==> src/rtl/load_addr_queue.sv <==
// load_addr_queue: load address-generation stage with a DEPTH-entry in-order
// buffer. Computes rs1 + sext(imm) and the byte mask at push time, tracks
// branch masks for in-place squash/resolve, and presents entries in order
// behind a backpressure handshake on both sides.
// Optional feature macro: LOAD_MISALIGN_CHECK_EN (flag misaligned/illegal
// accesses instead of forcing natural alignment).
module load_addr_queue #(
  parameter int DEPTH = 4,
  parameter int XLEN  = 32,
  parameter int TAG_W = 6,
  parameter int BM_W  = 4
) (
  input  logic             clock,
  input  logic             reset,
  input  logic             in_valid,
  input  logic [XLEN-1:0]  in_base,
  input  logic [11:0]      in_imm,
  input  logic [2:0]       in_funct3,
  input  logic [TAG_W-1:0] in_dest,
  input  logic [BM_W-1:0]  in_bm,
  output logic             in_backpressure,
  output logic             out_valid,
  output logic [XLEN-1:0]  out_addr,
  output logic [3:0]       out_byte_mask,
  output logic             out_unsigned,
  output logic [TAG_W-1:0] out_dest,
  output logic [BM_W-1:0]  out_bm,
  output logic             out_misaligned,
  input  logic             out_backpressure,
  input  logic             squash_en,
  input  logic [BM_W-1:0]  squash_bm,
  input  logic             resolve_en,
  input  logic [BM_W-1:0]  resolve_bm
);

  localparam int PTR_W = $clog2(DEPTH);
  localparam int CNT_W = PTR_W + 1;
  localparam logic [CNT_W-1:0] FULL_CNT = CNT_W'(DEPTH);

  // Control state
  logic [PTR_W-1:0] r_head, r_tail;
  logic [CNT_W-1:0] r_count;
  logic             r_valid [DEPTH];

  // Payload storage
  logic [XLEN-1:0]  r_addr     [DEPTH];
  logic [3:0]       r_mask     [DEPTH];
  logic             r_unsigned [DEPTH];
  logic [TAG_W-1:0] r_dest     [DEPTH];
  logic [BM_W-1:0]  r_bm       [DEPTH];
  logic             r_misal    [DEPTH];

  logic             w_full, w_push, w_push_squashed;
  logic             w_head_present, w_head_valid, w_pop, w_discard, w_deq;
  logic [CNT_W-1:0] w_count_next;
  logic [BM_W-1:0]  w_push_bm;
  logic [XLEN-1:0]  w_raw_addr, w_addr;
  logic [3:0]       w_mask;
  logic             w_misal, w_illegal;
  logic [1:0]       w_size;

  assign w_full          = (r_count == FULL_CNT);
  assign w_push_squashed = squash_en & (|(in_bm & squash_bm));
  assign w_push          = in_valid & ~w_full & ~w_push_squashed;
  assign w_push_bm       = resolve_en ? (in_bm & ~resolve_bm) : in_bm;

  assign w_head_present  = (r_count != '0);
  assign w_head_valid    = w_head_present & r_valid[r_head];
  assign w_pop           = w_head_valid & ~out_backpressure;
  // A squashed head is dropped regardless of downstream stall.
  assign w_discard       = w_head_present & ~r_valid[r_head];
  assign w_deq           = w_pop | w_discard;

  assign w_raw_addr = in_base + {{(XLEN-12){in_imm[11]}}, in_imm};
  assign w_size     = in_funct3[1:0];
  assign w_illegal  = (in_funct3[1:0] == 2'b11) | (in_funct3[2] & in_funct3[1]);

  // Effective address, byte mask and misalignment flag for the incoming load
  always_comb begin
    // NOTE: every signal gets a default before any branch so no latch is inferred.
    w_addr  = w_raw_addr;
    w_mask  = 4'b0000;
    w_misal = 1'b0;
`ifdef LOAD_MISALIGN_CHECK_EN
    w_misal = w_illegal
            | ((w_size == 2'd1) & w_raw_addr[0])
            | ((w_size == 2'd2) & (w_raw_addr[1:0] != 2'b00));
    if (!w_misal) begin
      case (w_size)
        2'd0:    w_mask = 4'b0001 << w_raw_addr[1:0];
        2'd1:    w_mask = 4'b0011 << w_raw_addr[1:0];
        2'd2:    w_mask = 4'b1111;
        default: w_mask = 4'b0000;
      endcase
    end
`else
    if (!w_illegal) begin
      case (w_size)
        2'd0: w_mask = 4'b0001 << w_raw_addr[1:0];
        2'd1: begin
          w_addr[0] = 1'b0;
          w_mask    = 4'b0011 << {w_raw_addr[1], 1'b0};
        end
        2'd2: begin
          w_addr[1:0] = 2'b00;
          w_mask      = 4'b1111;
        end
        default: w_mask = 4'b0000;
      endcase
    end
`endif
  end

  // Occupancy count next value
  always_comb begin
    w_count_next = r_count;
    case ({w_push, w_deq})
      2'b10:   w_count_next = r_count + 1'b1;
      2'b01:   w_count_next = r_count - 1'b1;
      default: w_count_next = r_count;
    endcase
  end

  // Pointers, count and valid bits (squash clears, push sets)
  always_ff @(posedge clock) begin
    // NOTE: sequential state uses non-blocking assignments only; the later
    // push write to the tail slot intentionally overrides the squash clear.
    if (reset) begin
      r_head  <= '0;
      r_tail  <= '0;
      r_count <= '0;
      for (int i = 0; i < DEPTH; i++) r_valid[i] <= 1'b0;
    end else begin
      for (int i = 0; i < DEPTH; i++) begin
        if (squash_en && (|(r_bm[i] & squash_bm))) r_valid[i] <= 1'b0;
      end
      if (w_push) begin
        r_valid[r_tail] <= 1'b1;
        r_tail          <= r_tail + 1'b1;
      end
      if (w_deq) r_head <= r_head + 1'b1;
      r_count <= w_count_next;
    end
  end

  // Payload write on push and branch-mask resolve on stored entries
  always_ff @(posedge clock) begin
    // NOTE: payload arrays have no reset; r_valid and r_count gate every use.
    for (int i = 0; i < DEPTH; i++) begin
      if (resolve_en) r_bm[i] <= r_bm[i] & ~resolve_bm;
    end
    if (w_push) begin
      r_addr[r_tail]     <= w_addr;
      r_mask[r_tail]     <= w_mask;
      r_unsigned[r_tail] <= in_funct3[2];
      r_dest[r_tail]     <= in_dest;
      r_bm[r_tail]       <= w_push_bm;
      r_misal[r_tail]    <= w_misal;
    end
  end

  assign in_backpressure = w_full;
  assign out_valid       = w_head_valid;
  assign out_addr        = w_head_valid ? r_addr[r_head]     : '0;
  assign out_byte_mask   = w_head_valid ? r_mask[r_head]     : '0;
  assign out_unsigned    = w_head_valid ? r_unsigned[r_head] : 1'b0;
  assign out_dest        = w_head_valid ? r_dest[r_head]     : '0;
  assign out_bm          = w_head_valid ? r_bm[r_head]       : '0;
  assign out_misaligned  = w_head_valid ? r_misal[r_head]    : 1'b0;

endmodule
==> config.mk <==
export PLATFORM = sky130hd
export DESIGN_NAME = load_addr_queue
export DESIGN_NICKNAME = d
export VERILOG_FILES = /design/src/rtl/load_addr_queue.sv
export SDC_FILE = /design/constraint.sdc
export NUM_CORES = 1
export LEC_CHECK = 0
export CORE_MARGIN = 2
export CORE_UTILIZATION = 49
export CTS_CLUSTER_SIZE = 16
export DETAILED_ROUTE_END_ITERATION = 8
export PLACE_DENSITY = 0.75
export SLEW_MARGIN = 0
export SYNTH_ARGS = -nofsm -noshare
export SYNTH_HDL_FRONTEND = slang
export SYNTH_SLANG_ARGS = --single-unit
==> constraint.sdc <==
create_clock -name clock -period 2.85 [get_ports clock]
set_clock_uncertainty 0.2 [all_clocks]
set_input_delay 0.57 -clock clock [delete_from_list [all_inputs] [get_ports clock]]
set_output_delay 0.57 -clock clock [all_outputs]
set_load 0.02 [all_outputs]
==> impl_summary.md <==
CTS
The clock net in this run drives a total of 201 sinks. Clock-pin slew was measured on the worst setup and hold paths at 0.06 ns. The clock latency of the later-clocked register in the worst-skew pair is 0.49 ns.

The maximum clock insertion buffer count is 3. The number of hold-repair buffers added at the cts stage is 0. The clock tree root buffer cell is clkbuf_16. The CTS tree is done.

In this run, CTS created clock tree buffers numbering 20. In this run the number of H-tree levels came out at 1.

Logic synthesis
The Yosys step of the flow raised 0 warnings. The unique cell type count in the Yosys netlist is 60. The number of synthesized flops with an enable pin is 188. For this run, the leading register cell type out of synthesis is edfxtp_1. The share of flip-flops with an asynchronous set or reset after synthesis is 0%. The total standard cell area after synthesis is 10200 µm². Each instance of the synthesized netlist takes up on average 13.6 µm². The register bit total from synthesis is 201. The number of nets handed over by synthesis was 863. Of the synthesized area, sequential elements account for 58.0%. Synthesis handed over a netlist of 750 instances.

Finish
The synthesis-to-layout area growth is 38.5%. The share of the core filled with cells is 69.5%. The number of fill cells is 1425. The share of cells above drive strength 1 is 34.6%. The repair_antennas step left the layout with diodes totalling 0. In the final design database the tool counted 1144 nets.

Timing
After layout, the worst setup slack is -0.0171 ns. Setup violations remaining at the end of the flow were counted as 8. The final cycle utilization of the critical path is 101%. The final max-slew violation count is 0.

The final number of hold-violating endpoints came to 0. The shortest period the worst path allows is 2.87 ns. The maximum clock frequency is 0.349 GHz.

Worst setup path
For this design, the slowest cell found on the critical path is clkdlybuf4s50_1. The total number of cells along the worst setup path is 11. In this run the critical register-to-register path is captured at r_count[2]. Together, buffers and inverters on the worst path number 4. The start point of the critical path is in_base[4]. The kind of end point of the critical path is a flip-flop.

By instance count, the cell type seen most on the critical path is buf_4. On the worst path, the slowest cell contributes a delay of 0.45 ns. The worst setup path is launched from an input port. The reg2reg setup slack is 0.15 ns. The endpoint of the worst setup timing path is r_addr[0][29]. The maximum fanout along the worst path is 4.

The top cell family by delay on the critical path is buffers and inverters. The type of the worst setup path is in2reg. The required time of the critical path is 2.90 ns. Measured in cells, the most critical reg-to-reg path has a length of 8.

The signal on the critical path passes through clkdlybuf4s50_1 > ha_4 > o211ai_1 > buf_4 > o211ai_4 > a2111oi_4 > buf_4 > a211oi_4 > mux2i_1 > nor3_1 > buf_4. The data arrival time of the worst path is 2.92 ns.

Pwr
The internal power of the cells is 7.03 mW. Per report_power, the clock group accounts for 26.6% of the total. Sequential cells account for 37.8% of the total power. The fraction of power spent switching nets is 28.3%.

Combinational cells account for 35.6% of the total power. The analysis attributes to net switching a power of 2.77 mW. The reported leakage power is 5.28 nW. In this run the power density over the cells is 695 nW/µm². The worst-case IR drop observed on VDD is 0.468 mV.

Job
Across the run, the number of max-cap violations was 0.

Detailed routing
The via total after detailed routing is 7420. In this run the remaining antenna-violating nets after routing total 0. The detailed-routing iteration count for the pre-antenna-repair pass is 5. The per-cell via count in the routed design is 5.65. The first routing iteration left 473 violations. The final wirelength is 26000 µm. Dividing the detail-routed wire length by the instance count gives 19.8 µm. After detailed routing, the number of remaining DRC violations is 0.

Die
The height of the die is 148 µm. The die covers 22000 µm². The horizontal die dimension is 148 µm. The row count is 52. In this run the count of I/O pins placed on the die edge is 121. The initial cell density of the core is 50.2%. The total area inside the core boundary comes to 20300 µm².

Global routing
The number of antenna violations at the first check in global routing is 0. Global routing used 23.3% of the available tracks across all layers. The via count of the first global-routing pass was 7567.

Entering global routing, the biggest net connects 29 pins. The wire length of the first global-routing pass is 39800 µm. For this run the aggregate overflow at the end of global routing stands at 0.

Placement
The number of buffer cells added on primary ports is 119. Once detailed placement completed, the half-perimeter wirelength came to 16700 µm. The worst setup timing slack at the placement stage is -0.866 ns. The last weighted congestion value of the routability-driven placer is 0.905.

Status
The checks that failed: setup timing. The run finished, with violations left.

Min path
The path class of the tightest hold or removal check is reg2reg. The worst hold path startpoint is r_valid[2]. The worst hold path passes through 2 cells.
-- layer usage --
| metal | up-vias | share of wire, % | routed length, µm | track usage, % |
|---|---|---|---|---|
| met5 | - | 0 | 0 | 0 |
| met4 | 0 | 1.9 | 494 | 7.14 |
| met3 | 40 | 5.1 | 1340 | 2.88 |
| met2 | 290 | 52 | 13400 | 41.0 |
| met1 | 3641 | 41 | 10800 | 30.4 |
| li1 | 3449 | - | - | - |
-- per-stage QoR --
stage | cell area [µm²] | setup TNS, ns | hold WS, ns | instances | total power, mW
2_1_floorplan | 10200 | 0 | 0.227 | 750 | 5.59
3_3_place_gp | 12900 | -52.93 | 0.242 | 1260 | 6.76
3_5_place_dp | 12900 | -57.50 | 0.248 | 1260 | 6.82
4_1_cts | 14000 | -1.07 | 0.260 | 1308 | 9.88
5_1_grt | 14100 | -0.549 | 0.281 | 1314 | 10.2
6_report | 14100 | -0.118 | 0.261 | 1314 | 9.80
-- worst reg2reg max path, delay by kind of cell (launching register included) --
family,cells,cell delay (ns)
AOI/OAI and AO/OA,2,0.42
xor gates and xnor gates,1,0.16
adders and majority gates,2,0.58
buffers and inverters,1,0.05
DFF,1,0.36
muxes,1,0.54
and+or+nand+nor,1,0.31
-- state kept, by name, indices dropped and copies added, names as in the netlist, named ones only --
register / cells
r_mask: 16
r_dest: 24
r_unsigned: 4
r_tail: 2
r_bm: 16
r_head: 2
r_addr: 128
r_valid: 4
r_count: 3
-- worst min path at each step --
stage                  to  slack [ns]
6_report       r_valid[2]        0.26
5_1_grt        r_valid[3]        0.28
4_1_cts        r_valid[3]        0.26
3_3_place_gp   r_valid[2]        0.24
2_1_floorplan  r_valid[3]        0.23
3_5_place_dp   r_valid[1]        0.25
-- final cells by class --
type	instances	area, µm²	share of cell area [%]
inverter	29	124	0.878
sequential	201	5910	41.9
multi-input combinational	487	4460	31.6
clock buffer	26	564	4.00
tap	270	338	2.39
timing repair buffer	292	2620	18.6
clock inverter	9	87.6	0.621
-- cells by family (layout without fill, tap and decap cells) --
logic type | Yosys count | count (layout) | synth area share (%)
XOR/XNOR | 27 | 27 | 2.32
AND/OR/NAND/NOR | 206 | 206 | 10.7
adder cells (fa/ha/maj) | 42 | 42 | 5.31
flip-flops | 201 | 201 | 58.0
multiplexers | 52 | 52 | 11.0
AO/OA/AOI/OAI | 159 | 159 | 10.0
buffers and inverters | 62 | 356 | 2.59
other | 1 | 1 | 0.0368
-- cells in the final DEF (no fill, tap or decap), types with 7 or more instances in the layout --
cell type and count:
clkdlybuf4s50_1 63, xnor2_1 14, nor2b_1 46, mux4_2 48
dfxtp_1 11, clkbuf_16 21, ha_1 25, buf_2 40
nand4_1 7, nand2b_1 11, nor3_1 10, o21ai_0 37
a21oi_1 42, ha_4 15, a22o_1 8, a21o_1 11
buf_12 19, edfxtp_1 188, nand3b_1 16, nand3_1 9
nand2_1 42, xor2_1 10, nor2_1 37, buf_4 155
inv_1 25
-- synth_stat cells, types with 2 or more instances --
cell	instances	area [µm²]
a2111oi_2	2	30.0
a211oi_1	7	52.6
a21boi_0	2	15.0
a21o_1	11	82.6
a21oi_1	50	250
a221o_1	2	20.0
a22o_1	8	70.1
a22oi_1	3	22.5
a311oi_1	2	17.5
a31oi_1	2	12.5
and3_1	5	31.3
buf_1	3	11.3
buf_2	7	35.0
buf_4	6	45.0
clkbuf_1	17	63.8
dfxtp_1	13	260
edfxtp_1	188	5650
fa_1	2	40.0
ha_1	40	500
inv_1	29	109
mux2i_1	4	40.0
mux4_2	48	1080
nand2_1	42	158
nand2b_1	12	75.1
nand3_1	10	50.1
nand3b_1	16	120
nand4_1	7	43.8
nor2_1	39	146
nor2b_1	54	338
nor3_1	11	55.1
nor4_1	3	18.8
o211ai_1	6	45.0
o21a_1	6	45.0
o21ai_0	42	210
xnor2_1	17	149
xor2_1	10	87.6
-- power by group through the flow --
| stage | registers [mW] | clock network, mW | logic (mW) |
|---|---|---|---|
| 5_1_grt | 3.73 | 2.75 | 3.75 |
| 6_report | 3.71 | 2.61 | 3.49 |
| 3_3_place_gp | 3.76 | 0 | 3.00 |
| 4_1_cts | 3.70 | 2.64 | 3.54 |
| 3_5_place_dp | 3.77 | 0 | 3.05 |
| 2_1_floorplan | 3.72 | 0 | 1.87 |
-- what timing repair did --
item | in CTS | in global routing
pin swaps | 14 | 17
buffers inserted | 7 | 9
gates resized for setup | 226 | 68
cloned | 6 | 0
setup endpoints to repair | 124 | 105
No activity file was read; power rests on OpenSTA's default activity.
